--- src/rtl/spike_rate_decoder.sv ---
// Purpose: counts spikes and the minimum inter-spike interval over programmable back-to-back windows.
// Latency: a window's result is at the FIFO head the cycle after its last RUN edge.
// Backpressure: a 2-entry FIFO absorbs results; a push into a full FIFO with no pop is lost and sets sticky dropped.

// Purpose: generic 2-entry FIFO with registered head; push into a full FIFO is accepted when a pop happens on the same edge.
// Latency: pushed data reaches pop_dat one cycle after the push edge when the FIFO was empty.
// Backpressure: pop_vld depends only on occupancy; drop_vld flags a push refused because the FIFO is full with no pop.
module fifo2 #(
    parameter int W = 16
) (
    input  logic         clk,
    input  logic         reset_n,
    input  logic         push_vld,
    input  logic [W-1:0] push_dat,
    output logic         pop_vld,
    input  logic         pop_rdy,
    output logic [W-1:0] pop_dat,
    output logic         drop_vld
);
    logic [W-1:0] head_q;
    logic [W-1:0] tail_q;
    logic [1:0]   occ_q;
    logic         pop;

    assign pop_vld  = (occ_q != 2'd0);
    assign pop      = pop_vld && pop_rdy;
    assign pop_dat  = head_q;
    assign drop_vld = push_vld && (occ_q == 2'd2) && !pop;

    always_ff @(posedge clk) begin
        if (!reset_n) begin
            head_q <= '0;
            tail_q <= '0;
            occ_q  <= 2'd0;
        end else begin
            case ({push_vld, pop})
                2'b01: begin
                    head_q <= tail_q;
                    occ_q  <= occ_q - 2'd1;
                end
                2'b10: begin
                    if (occ_q == 2'd0) begin
                        head_q <= push_dat;
                        occ_q  <= 2'd1;
                    end else if (occ_q == 2'd1) begin
                        tail_q <= push_dat;
                        occ_q  <= 2'd2;
                    end
                end
                2'b11: begin
                    // Pop implies occupancy of at least one; occupancy is unchanged.
                    if (occ_q == 2'd1) begin
                        head_q <= push_dat;
                    end else begin
                        head_q <= tail_q;
                        tail_q <= push_dat;
                    end
                end
                default: ;
            endcase
        end
    end
endmodule

// Purpose: spike counter and minimum-ISI meter over programmable back-to-back windows of clock cycles.
// Latency: result visible on out_* one cycle after the window's last RUN edge.
// Backpressure: out_valid/out_ready drain a 2-entry FIFO; a result lost to a full FIFO sets sticky dropped.
module spike_rate_decoder #(
    parameter int WIN_W = 8,
    parameter int CNT_W = 8
) (
    input  logic             clk,
    input  logic             reset_n,
    input  logic             enable,
    input  logic [WIN_W-1:0] window_len,
    input  logic             spk,
    output logic             out_valid,
    input  logic             out_ready,
    output logic [CNT_W-1:0] out_count,
    output logic [CNT_W-1:0] out_min_isi,
    output logic             dropped
);
    typedef struct packed {
        logic [CNT_W-1:0] count;
        logic [CNT_W-1:0] min_isi;
    } result_t;

    typedef enum logic {IDLE, RUN} state_t;

    state_t           state_q, state_d;
    logic [WIN_W-1:0] win_len_q, win_len_d;
    logic [WIN_W-1:0] cyc_q, cyc_d;
    logic [CNT_W-1:0] cnt_q, cnt_d;
    logic [CNT_W-1:0] min_isi_q, min_isi_d;
    logic [CNT_W-1:0] since_q, since_d;
    logic             seen_q, seen_d;
    logic             dropped_q;

    logic [CNT_W-1:0] cnt_inc;
    logic [CNT_W-1:0] isi;
    logic [CNT_W-1:0] min_upd;
    logic             win_last;
    logic             push_vld;
    result_t          push_dat;
    result_t          head_dat;
    logic             fifo_drop;

    function automatic logic [CNT_W-1:0] sat_inc(input logic [CNT_W-1:0] v);
        return (v == '1) ? v : v + 1'b1;
    endfunction

    assign cnt_inc  = spk ? sat_inc(cnt_q) : cnt_q;
    assign isi      = sat_inc(since_q);
    assign min_upd  = (spk && seen_q && (isi < min_isi_q)) ? isi : min_isi_q;
    assign win_last = (cyc_q == (win_len_q - WIN_W'(1)));
    assign push_dat = '{count: cnt_inc, min_isi: min_upd};

    always_ff @(posedge clk) begin
        if (!reset_n) begin
            state_q   <= IDLE;
            win_len_q <= '0;
            cyc_q     <= '0;
            cnt_q     <= '0;
            min_isi_q <= '0;
            since_q   <= '0;
            seen_q    <= 1'b0;
        end else begin
            state_q   <= state_d;
            win_len_q <= win_len_d;
            cyc_q     <= cyc_d;
            cnt_q     <= cnt_d;
            min_isi_q <= min_isi_d;
            since_q   <= since_d;
            seen_q    <= seen_d;
        end
    end

    always_comb begin
        state_d   = state_q;
        win_len_d = win_len_q;
        cyc_d     = cyc_q;
        cnt_d     = cnt_q;
        min_isi_d = min_isi_q;
        since_d   = since_q;
        seen_d    = seen_q;
        push_vld  = 1'b0;
        case (state_q)
            IDLE: begin
                // The spike on the starting edge is deliberately not counted.
                if (enable && (window_len != '0)) begin
                    state_d   = RUN;
                    win_len_d = window_len;
                    cyc_d     = '0;
                    cnt_d     = '0;
                    min_isi_d = '1;
                    since_d   = '0;
                    seen_d    = 1'b0;
                end
            end
            RUN: begin
                if (!enable) begin
                    state_d = IDLE;
                end else if (win_last) begin
                    // Close this window and open the next one on the same edge.
                    push_vld  = 1'b1;
                    win_len_d = window_len;
                    cyc_d     = '0;
                    cnt_d     = '0;
                    min_isi_d = '1;
                    since_d   = '0;
                    seen_d    = 1'b0;
                    if (window_len == '0) begin
                        state_d = IDLE;
                    end
                end else begin
                    cyc_d     = cyc_q + WIN_W'(1);
                    cnt_d     = cnt_inc;
                    min_isi_d = min_upd;
                    if (spk) begin
                        since_d = '0;
                        seen_d  = 1'b1;
                    end else if (seen_q) begin
                        since_d = isi;
                    end
                end
            end
            default: state_d = IDLE;
        endcase
    end

    fifo2 #(.W($bits(result_t))) u_fifo (
        .clk      (clk),
        .reset_n  (reset_n),
        .push_vld (push_vld),
        .push_dat (push_dat),
        .pop_vld  (out_valid),
        .pop_rdy  (out_ready),
        .pop_dat  (head_dat),
        .drop_vld (fifo_drop)
    );

    always_ff @(posedge clk) begin
        if (!reset_n) begin
            dropped_q <= 1'b0;
        end else if (fifo_drop) begin
            dropped_q <= 1'b1;
        end
    end

    assign out_count   = head_dat.count;
    assign out_min_isi = head_dat.min_isi;
    assign dropped     = dropped_q;
endmodule

--- config.mk ---
export PLATFORM = sky130hd
export DESIGN_NAME = spike_rate_decoder
export DESIGN_NICKNAME = d
export VERILOG_FILES = /design/src/rtl/spike_rate_decoder.sv
export SDC_FILE = /design/constraint.sdc
export NUM_CORES = 1
export LEC_CHECK = 0
export ABC_AREA = 1
export BUFFER_PORTS_ARGS = -buffer_cell sky130_fd_sc_hd__buf_2
export CAP_MARGIN = 20
export CORE_MARGIN = 2
export CORE_UTILIZATION = 60
export DETAILED_ROUTE_END_ITERATION = 8
export MAX_ROUTING_LAYER = met4
export PLACE_DENSITY = 0.77
export RECOVER_POWER = 100
export SLEW_MARGIN = 20
export SYNTH_ARGS = -nofsm -noshare
export SYNTH_HDL_FRONTEND = slang
export SYNTH_SLANG_ARGS = --single-unit
--- constraint.sdc ---
create_clock -name clk -period 5.49 [get_ports clk]
set_input_delay 0.549 -clock clk [delete_from_list [all_inputs] [get_ports clk]]
set_output_delay 0.549 -clock clk [all_outputs]
set_load 0.05 [all_outputs]
==> results.md, run 1 <==
- Area grow syn2layout: 5.30%
- Number of vias per cell: 5.52
- Fin area: 5140 sq um
- Clock Skews: 0.0131 ns
- Area leader, netlist: dfxtp_1
- Layout Nets: 761
- DRT antenna net count: 0
- Routability Congestion: 0.904
- Reg2Reg Depth: 19
- Crit start category: flop
- Crit. End Element: flop
- Final WL: 11900 microns
- Crit. Startpoint: win_len_q[0]
- Worst hold path type: flop to flop
- Outcome: finished clean
- DR iter-0 viols: 331
- Synth cell types: 44
- # hold bufs at CTS: 0
- Worst Path Buf+Inv: 5
- Pwr per Cell Area: 270 nW/um^2
- Critical setup path kind: flop to flop
- Fmax: 220 MHz
- Worst IR Drop VDD: 0.178 mV
- Vias: 4633
- Synth Net Count: 750
- Minimum clock period: 4.55 ns
- CP peak stage delay: 0.60 ns
- Crit-path most repeated cell: nor2_1
- Mean Syn Cell Area: 6.77 sq um
- Fin crit share: 0.828
- Clock root cell: clkbuf_8
- WL/cell: 14.2 microns
- Final Hold Fails: 0
- Max cap viols: 0
- Top post-synthesis cells by area: dfxtp_1 32%, nand2_1 12%, nand3_1 7.9%
- Cell family with most CP delay: buffers and inverters
- DIE AREA: 8880 sq um
- Peak fanout along the critical path: 22
- Synthesis-stage register bit count: 77
- Synthesis Warnings: 0
- # IOs: 31
- Reg2reg start: win_len_q[0]
- Critical Path AT: 4.82 ns
- RSZ-0062 raised after global routing: false
- Number of global-route vias before repair: 4247
- Starting Density: 0.626
- Largest net degree at the start of global routing: 47
- N_diodes: 0
- Total CTS buffers: 9
- CTS max path bufs: 2
- PostCTS Resize Cnt: 0
- Register area share after synthesis: 0.316
- Share of cells above drive strength 1: 0.0868
- Max_slew headroom: 0.322
- Leakage: 0.00230 uW
- Cell area after synthesis: 4880 sq um
- RR Endpoint: u_fifo.tail_q[9]
- 1st-pass router iterations: 5
- Final Max Tran Viols: 0
- Core area: 7810 sq um
- Stages on the worst setup path: 19
- FP Rows: 32
- Die width: 94.2 microns
- Worst slew pin tran: 1.01 ns
- Sink Count: 77
- Post-DP HPWL: 8360 microns
- Setup TNS: 0 ns
- CTS tree: done
- Placed Area: 5010 sq um
- Synth Flop Type: dfxtp_1
- Height of the die: 94.2 microns
- Total congestion overflow: 0
- DRC viols: 0
- First-pass GRT wire length: 20000 microns
- Gate count after technology mapping: 721
- Crit-path slowest cell: clkbuf_1
- Number of port buffers: 30
- Skew-Pair Late Insertion Delay: 0.35 ns
- Async S/R FF share, synth: 0
- CP cell instances: inv_1 -> ha_1 -> nand3_1 -> nor2_1 -> xor2_1 -> nand3_1 -> nor2_1 -> nand2_1 -> nor2_1 -> ha_1 -> clkbuf_1 -> nor2_1 -> buf_4 -> inv_1 -> nand3_1 -> inv_1 -> o21ai_0 -> o21bai_1 -> a21oi_1
- Final setup viols: 0
- Clk slew on worst S/H paths: 0.08 ns
- Worst EP required: 5.76 ns
- Post-CTS Repair Setup Buffers: 0
- Total GRT Usage: 0.290
- Antenna violations before repair: 0
- Synth top area share: 0.316
- R2r setup slk: 0.94 ns
- EDFF count, synth: 0
- H-tree depth: 3
- Worst Setup EP: u_fifo.tail_q[9]
[sequential cells by signal (all words and copies together) (netlist names)]
register,flops
u_fifo.pop_dat,16
u_fifo.tail_q,16
win_len_q,8
seen_q,1
min_isi_q,8
state_q,1
dropped,1
cyc_q,8
u_fifo.occ_q,2
since_q,8
cnt_q,8
[where the power goes]
group          leakage [uW]  internal, uW  total, uW  switching, uW
logic               0.00156          79.9        285            205
clock network      0.000110           270        490            220
registers          0.000629           590        611           21.5
[final cells by class]
type	instances	area (sq um)
Multi-Input combinational cell	524	2780
Inverter	87	327
Timing Repair Buffer	33	146
Sequential cell	77	1540
Fill cell	713	2660
Clock buffer	11	141
Clock inverter	5	81.3
Tap cell	102	128
[tightest hold or removal path, delay by kind of cell, from the launching register on]
family / cells / cell delay, ns
DFF: 1 / 0.32
AOI/OAI and AO/OA: 1 / 0.06
and+or+nand+nor: 1 / 0.06
[layout by cell type (no fill, tap or decap), types with 3 or more instances in the layout]
cell type and n:
nand3_1 82, ha_1 16, clkbuf_8 10, inv_1 85
nand2_1 159, a31oi_1 3, o211ai_1 8, nand2_4 12
o21bai_1 3, xor2_1 14, nand3_2 3, dfxtp_1 77
nand2_2 4, clkbuf_1 20, xnor2_1 7, nor2_1 61
a21oi_2 9, nand4_1 4, a21oi_1 54, o21ai_0 51
nor3_1 14, buf_2 12
[worst min-delay path by stage]
stage	start	end	slack, ns	cells after the start
detailed placement	u_fifo.tail_q[10]	u_fifo.tail_q[10]	0.47	2
global route	window_len[5]	win_len_q[5]	0.50	3
global placement	u_fifo.tail_q[10]	u_fifo.tail_q[10]	0.46	2
CTS	window_len[5]	win_len_q[5]	0.47	3
finish	u_fifo.tail_q[10]	u_fifo.tail_q[10]	0.48	2
floorplan	u_fifo.tail_q[10]	u_fifo.tail_q[10]	0.45	2
[Yosys cell counts (2+ instances only)]
cell type    n
nand2_1    155
inv_1       85
dfxtp_1     77
nand3_1     77
nor2_1      61
o21ai_0     51
a21oi_1     47
clkbuf_1    17
a21oi_2     16
ha_1        16
xor2_1      14
nand2_4     13
nor3_1      13
nand3_2      8
o211ai_1     8
nand2_2      7
xnor2_1      7
buf_2        6
buf_4        5
nand4_1      4
a31oi_1      3
buf_1        3
o21bai_1     3
and3_1       2
nor2_4       2
o22ai_1      2
or2_2        2
[layer usage]
layer	global-route usage	routed length, microns	up-vias
li1	-	-	2361
met5	-	0	-
met3	0.0297	582	14
met4	0.0942	155	0
met1	0.403	5780	2126
met2	0.445	5380	132
[stage by stage]
step | utilization | setup WS, ns | power [uW] | instances | hold slack (ns)
2_1_floorplan | - | 2.71 | 857 | 721 | 0.445
3_3_place_gp | 0.642 | 1.50 | 905 | 823 | 0.460
3_5_place_dp | 0.642 | 1.33 | 912 | 823 | 0.470
4_1_cts | 0.670 | 1.32 | 1400 | 839 | 0.475
5_1_grt | 0.659 | 0.460 | 1450 | 839 | 0.496
6_report | 0.659 | 0.943 | 1390 | 839 | 0.478
[kinds of logic (layout without fill, tap and decap cells)]
group                      count (synthesis)  in the layout  share of synthesized area
AOI/OAI and AO/OA                        137            137                      0.163
xor gates and xnor gates                  21             21                     0.0377
and+or+nand+nor                          350            350                      0.340
adders and majority gates                 16             16                     0.0410
DFF                                       77             77                      0.316
buffers and inverters                    120            136                      0.102
Power figures use the tool's default switching activity.
==> run 2, diff against run 1 <==
--- a/config.mk
+++ b/config.mk
@@ -5,7 +5,7 @@
 export SDC_FILE = /design/constraint.sdc
 export NUM_CORES = 1
 export LEC_CHECK = 0
-export ABC_AREA = 1
+export ABC_AREA = 0
 export BUFFER_PORTS_ARGS = -buffer_cell sky130_fd_sc_hd__buf_2
 export CAP_MARGIN = 20
 export CORE_MARGIN = 2
==> constraint.sdc (replaced) <==
create_clock -name clk -period 4.48 [get_ports clk]
set_input_delay 0.448 -clock clk [delete_from_list [all_inputs] [get_ports clk]]
set_output_delay 0.448 -clock clk [all_outputs]
set_load 0.05 [all_outputs]
==> run 2 against run 1 <==
Effect of this change: combinational power decreased by 14%; synthesized area shrank 12%; flip-flop and latch count did not move; via count shrank 16%; die area is 12% lower; sequential power grew 21%; wire length is 13% lower; global-route usage decreased by 0.56 points; setup slack lost 0.50 ns; first-iteration DRC count down 37%.
==> results.md, run 2 <==
- Sink Count: 77 (unchanged)
- Synth top area share: 0.361 (+0.0450)
- Clock power share: 0.394 (+0.041)
- Cell family with most CP delay: simple AND/OR/NAND/NOR gates
- Skew-Pair Late Insertion Delay: 0.36 ns (about the same)
- Gate power share: 0.151 (-0.055)
- Post-CTS Repair Setup Buffers: 0 (unchanged)
- Clk slew on worst S/H paths: 0.08 ns (about the same)
- Most frequent cells in the layout: 77 x dfxtp_1, 58 x nand2_1, 29 x nor3_1
- Post-DP HPWL: 7230 microns (-13%)
- WL/cell: 16.8 microns (+18%)
- Fin Hold WS: 0.345 ns (-0.134 ns)
- Area leader, netlist: dfxtp_1
- Async S/R FF share, synth: 0 (unchanged)
- Switching share of total power: 0.285 (-0.0369)
- FILL cells: 596 (-16%)
- Peak fanout along the critical path: 9 (-59%)
- Register area share after synthesis: 0.361 (+0.0450)
- Starting Density: 0.626 (about the same)
- Core area: 6830 sq um (-13%)
- DRT antenna net count: 0 (unchanged)
- Final Hold Fails: 0 (unchanged)
- Max_slew headroom: 0.304 (-0.0179)
- Critical Path AT: 4.28 ns (-0.54 ns)
- M1 GR Usage: 0.375 (-0.0273)
- Final WL: 10400 microns (-13%)
- Crit. End Element: flop
- First-pass GRT wire length: 17000 microns (-15%)
- Total CTS buffers: 9 (unchanged)
- Dpl ws: 0.641 ns (-0.693 ns)
- Top post-synthesis cells by area: dfxtp_1 36%, nand2_1 5.1%, ha_1 4.7%
- EDFF count, synth: 0 (unchanged)
- Layout Nets: 546 (-28%)
- 1st-pass router iterations: 5 (unchanged)
- Area grow syn2layout: 8.98%
- Outcome: finished clean
- Synthesis-stage register bit count: 77 (unchanged)
- Seq pwr share: 0.455 (+0.014)
- Reg area: 1540 sq um (unchanged)
- Placed cells: 602 (-27%)
- Area of the multi-input gates: 2500 sq um (-10%)
- Mean Syn Cell Area: 8.62 sq um (+27%)
- H-tree depth: 3 (unchanged)
- Internal power: 1160 uW (+23%)
- # hold bufs at CTS: 0 (unchanged)
- CTS tree: done
- Minimum clock period: 4.04 ns (-0.510 ns)
- FP Rows: 30 (-6.3%)
- Synth Net Count: 525 (-30%)
- Final Max Tran Viols: 0 (unchanged)
- Final worst slack: 0.442 ns (-0.500 ns)
- CTS max path bufs: 2 (unchanged)
- Worst hold path type: input port to flop
- Most common cell after layout, fill and taps aside: dfxtp_1
- Fmax: 248 MHz (+13%)
- N_diodes: 0 (unchanged)
- Synth Flop Type: dfxtp_1
- DIE AREA: 7820 sq um (-12%)
- Routability Congestion: 0.894 (-1.1%)
- Synthesis Warnings: 0 (unchanged)
- PostCTS Resize Cnt: 0 (unchanged)
- Height of the die: 88.4 microns (-6.2%)
- Synth cell types: 63 (+43%)
- Most Crowded Layer GR: met2
- Most common cell in the netlist: dfxtp_1
- Antenna violations before repair: 0 (unchanged)
- Clock root cell: clkbuf_8
- Number of port buffers: 30 (unchanged)
- Worst EP required: 4.72 ns (-1.04 ns)
- Total congestion overflow: 0 (unchanged)
- Final setup viols: 0 (unchanged)
- Number of vias per cell: 6.30 (+14%)
- Worst IR Drop VDD: 0.355 mV (+99%)
- Worst Path Buf+Inv: 0 (-5)
- Total GRT Usage: 0.284 (-0.00559)
- RSZ-0062 raised after global routing: false
- Clock Skews: 0.0136 ns (+0.000520 ns)
- Max cap viols: 0 (unchanged)
- Pwr per Cell Area: 348 nW/um^2 (+29%)
- Crit start category: flop
- Setup TNS: 0 ns (unchanged)
- Psw: 463 uW (+3.7%)
- Gate count after technology mapping: 496 (-31%)
- Fin crit share: 0.901 (+0.0730)
- Cell area after synthesis: 4280 sq um (-12%)
- Die width: 88.4 microns (-6.2%)
- GR Util met2: 0.448 (+0.00375)
- DRC viols: 0 (unchanged)
- Number of global-route vias before repair: 3503 (-18%)
- # IOs: 31 (unchanged)
- Final cell count without fillers: 617 (-26%)
- Critical setup path kind: flop to flop
- Met3 Resource Use GR: 0.0560 (+0.0263)
- Vias: 3888 (-16%)
- CP cell instances: ha_1 -> nand3_1 -> or2_2 -> mux2_1 -> ha_1 -> nor3b_1 -> nor4bb_1 -> or2_2 -> o21ai_0 -> or3b_2 -> o221a_2
- CP peak stage delay: 0.57 ns (-0.03 ns)
- DR iter-0 viols: 208 (-37%)
- Worst slew pin tran: 1.04 ns (+0.0292 ns)
- Largest net degree at the start of global routing: 56 (+19%)
- Leakage: 0.00172 uW (-25%)
- Crit-path slowest cell: or3b_2
- Commonest cells post-synth: 77 x dfxtp_1, 58 x nand2_1, 29 x nor3_1
- Share of cells above drive strength 1: 0.107 (+0.0206)
-- run 2: worst paths after layout --
kind,start,to,slack [ns],cells past startpoint
max,since_q[0],min_isi_q[6],0.44,11
min,window_len[6],win_len_q[6],0.34,3
max reg2reg,since_q[0],min_isi_q[6],0.44,11
min reg2reg,u_fifo.tail_q[2],u_fifo.pop_dat[2],0.48,2
-- run 2: layout make-up --
| type | instances | area share |
|---|---|---|
| well taps | 96 | 0.0258 |
| repair buffers | 38 | 0.0387 |
| clock inverters | 6 | 0.0239 |
| inverters | 23 | 0.0185 |
| clock buffers | 9 | 0.0266 |
| multi-input cells | 368 | 0.536 |
| flip-flops and latches | 77 | 0.331 |
-- run 2: stage by stage --
stage	utilization	total power [uW]	area, sq um
after global placement	0.655	996	4480
after CTS	0.690	1630	4710
after global routing	0.682	1680	4660
after detailed placement	0.655	1000	4480
after floorplan	-	944	4280
final	0.682	1620	4660
-- run 2: layer usage --
layer | routed length, microns | vias to the layer above
met3 | 608 | 16
met4 | 126 | 0
met5 | 0 | -
met2 | 4900 | 128
met1 | 4720 | 1861
li1 | - | 1883
-- run 2: power by group through the flow --
stage / logic (uW) / clock network, uW / registers (uW)
6_report: 245 / 640 / 739
5_1_grt: 264 / 672 / 743
4_1_cts: 250 / 642 / 738
3_5_place_dp: 249 / 0 / 754
3_3_place_gp: 243 / 0 / 753
2_1_floorplan: 144 / 0 / 800
-- run 2: worst register-to-register path: stages, from the launching register on --
cell and delay (ns):
dfxtp_1 0.51, ha_1 0.25, nand3_1 0.21, or2_2 0.40, mux2_1 0.42, ha_1 0.23
nor3b_1 0.27, nor4bb_1 0.39, or2_2 0.26, o21ai_0 0.14, or3b_2 0.57, o221a_2 0.28
-- run 2: cells by family (layout without fill, tap and decap cells) --
kind of cell / Yosys count / count (layout) / synth area share
buffers and inverters: 51 / 76 / 0.0506
AND/OR/NAND/NOR: 169 / 169 / 0.196
flip-flops: 77 / 77 / 0.361
XOR/XNOR: 21 / 21 / 0.0430
AO/OA/AOI/OAI: 140 / 140 / 0.250
adder cells (fa/ha/maj): 16 / 16 / 0.0468
multiplexers: 22 / 22 / 0.0530
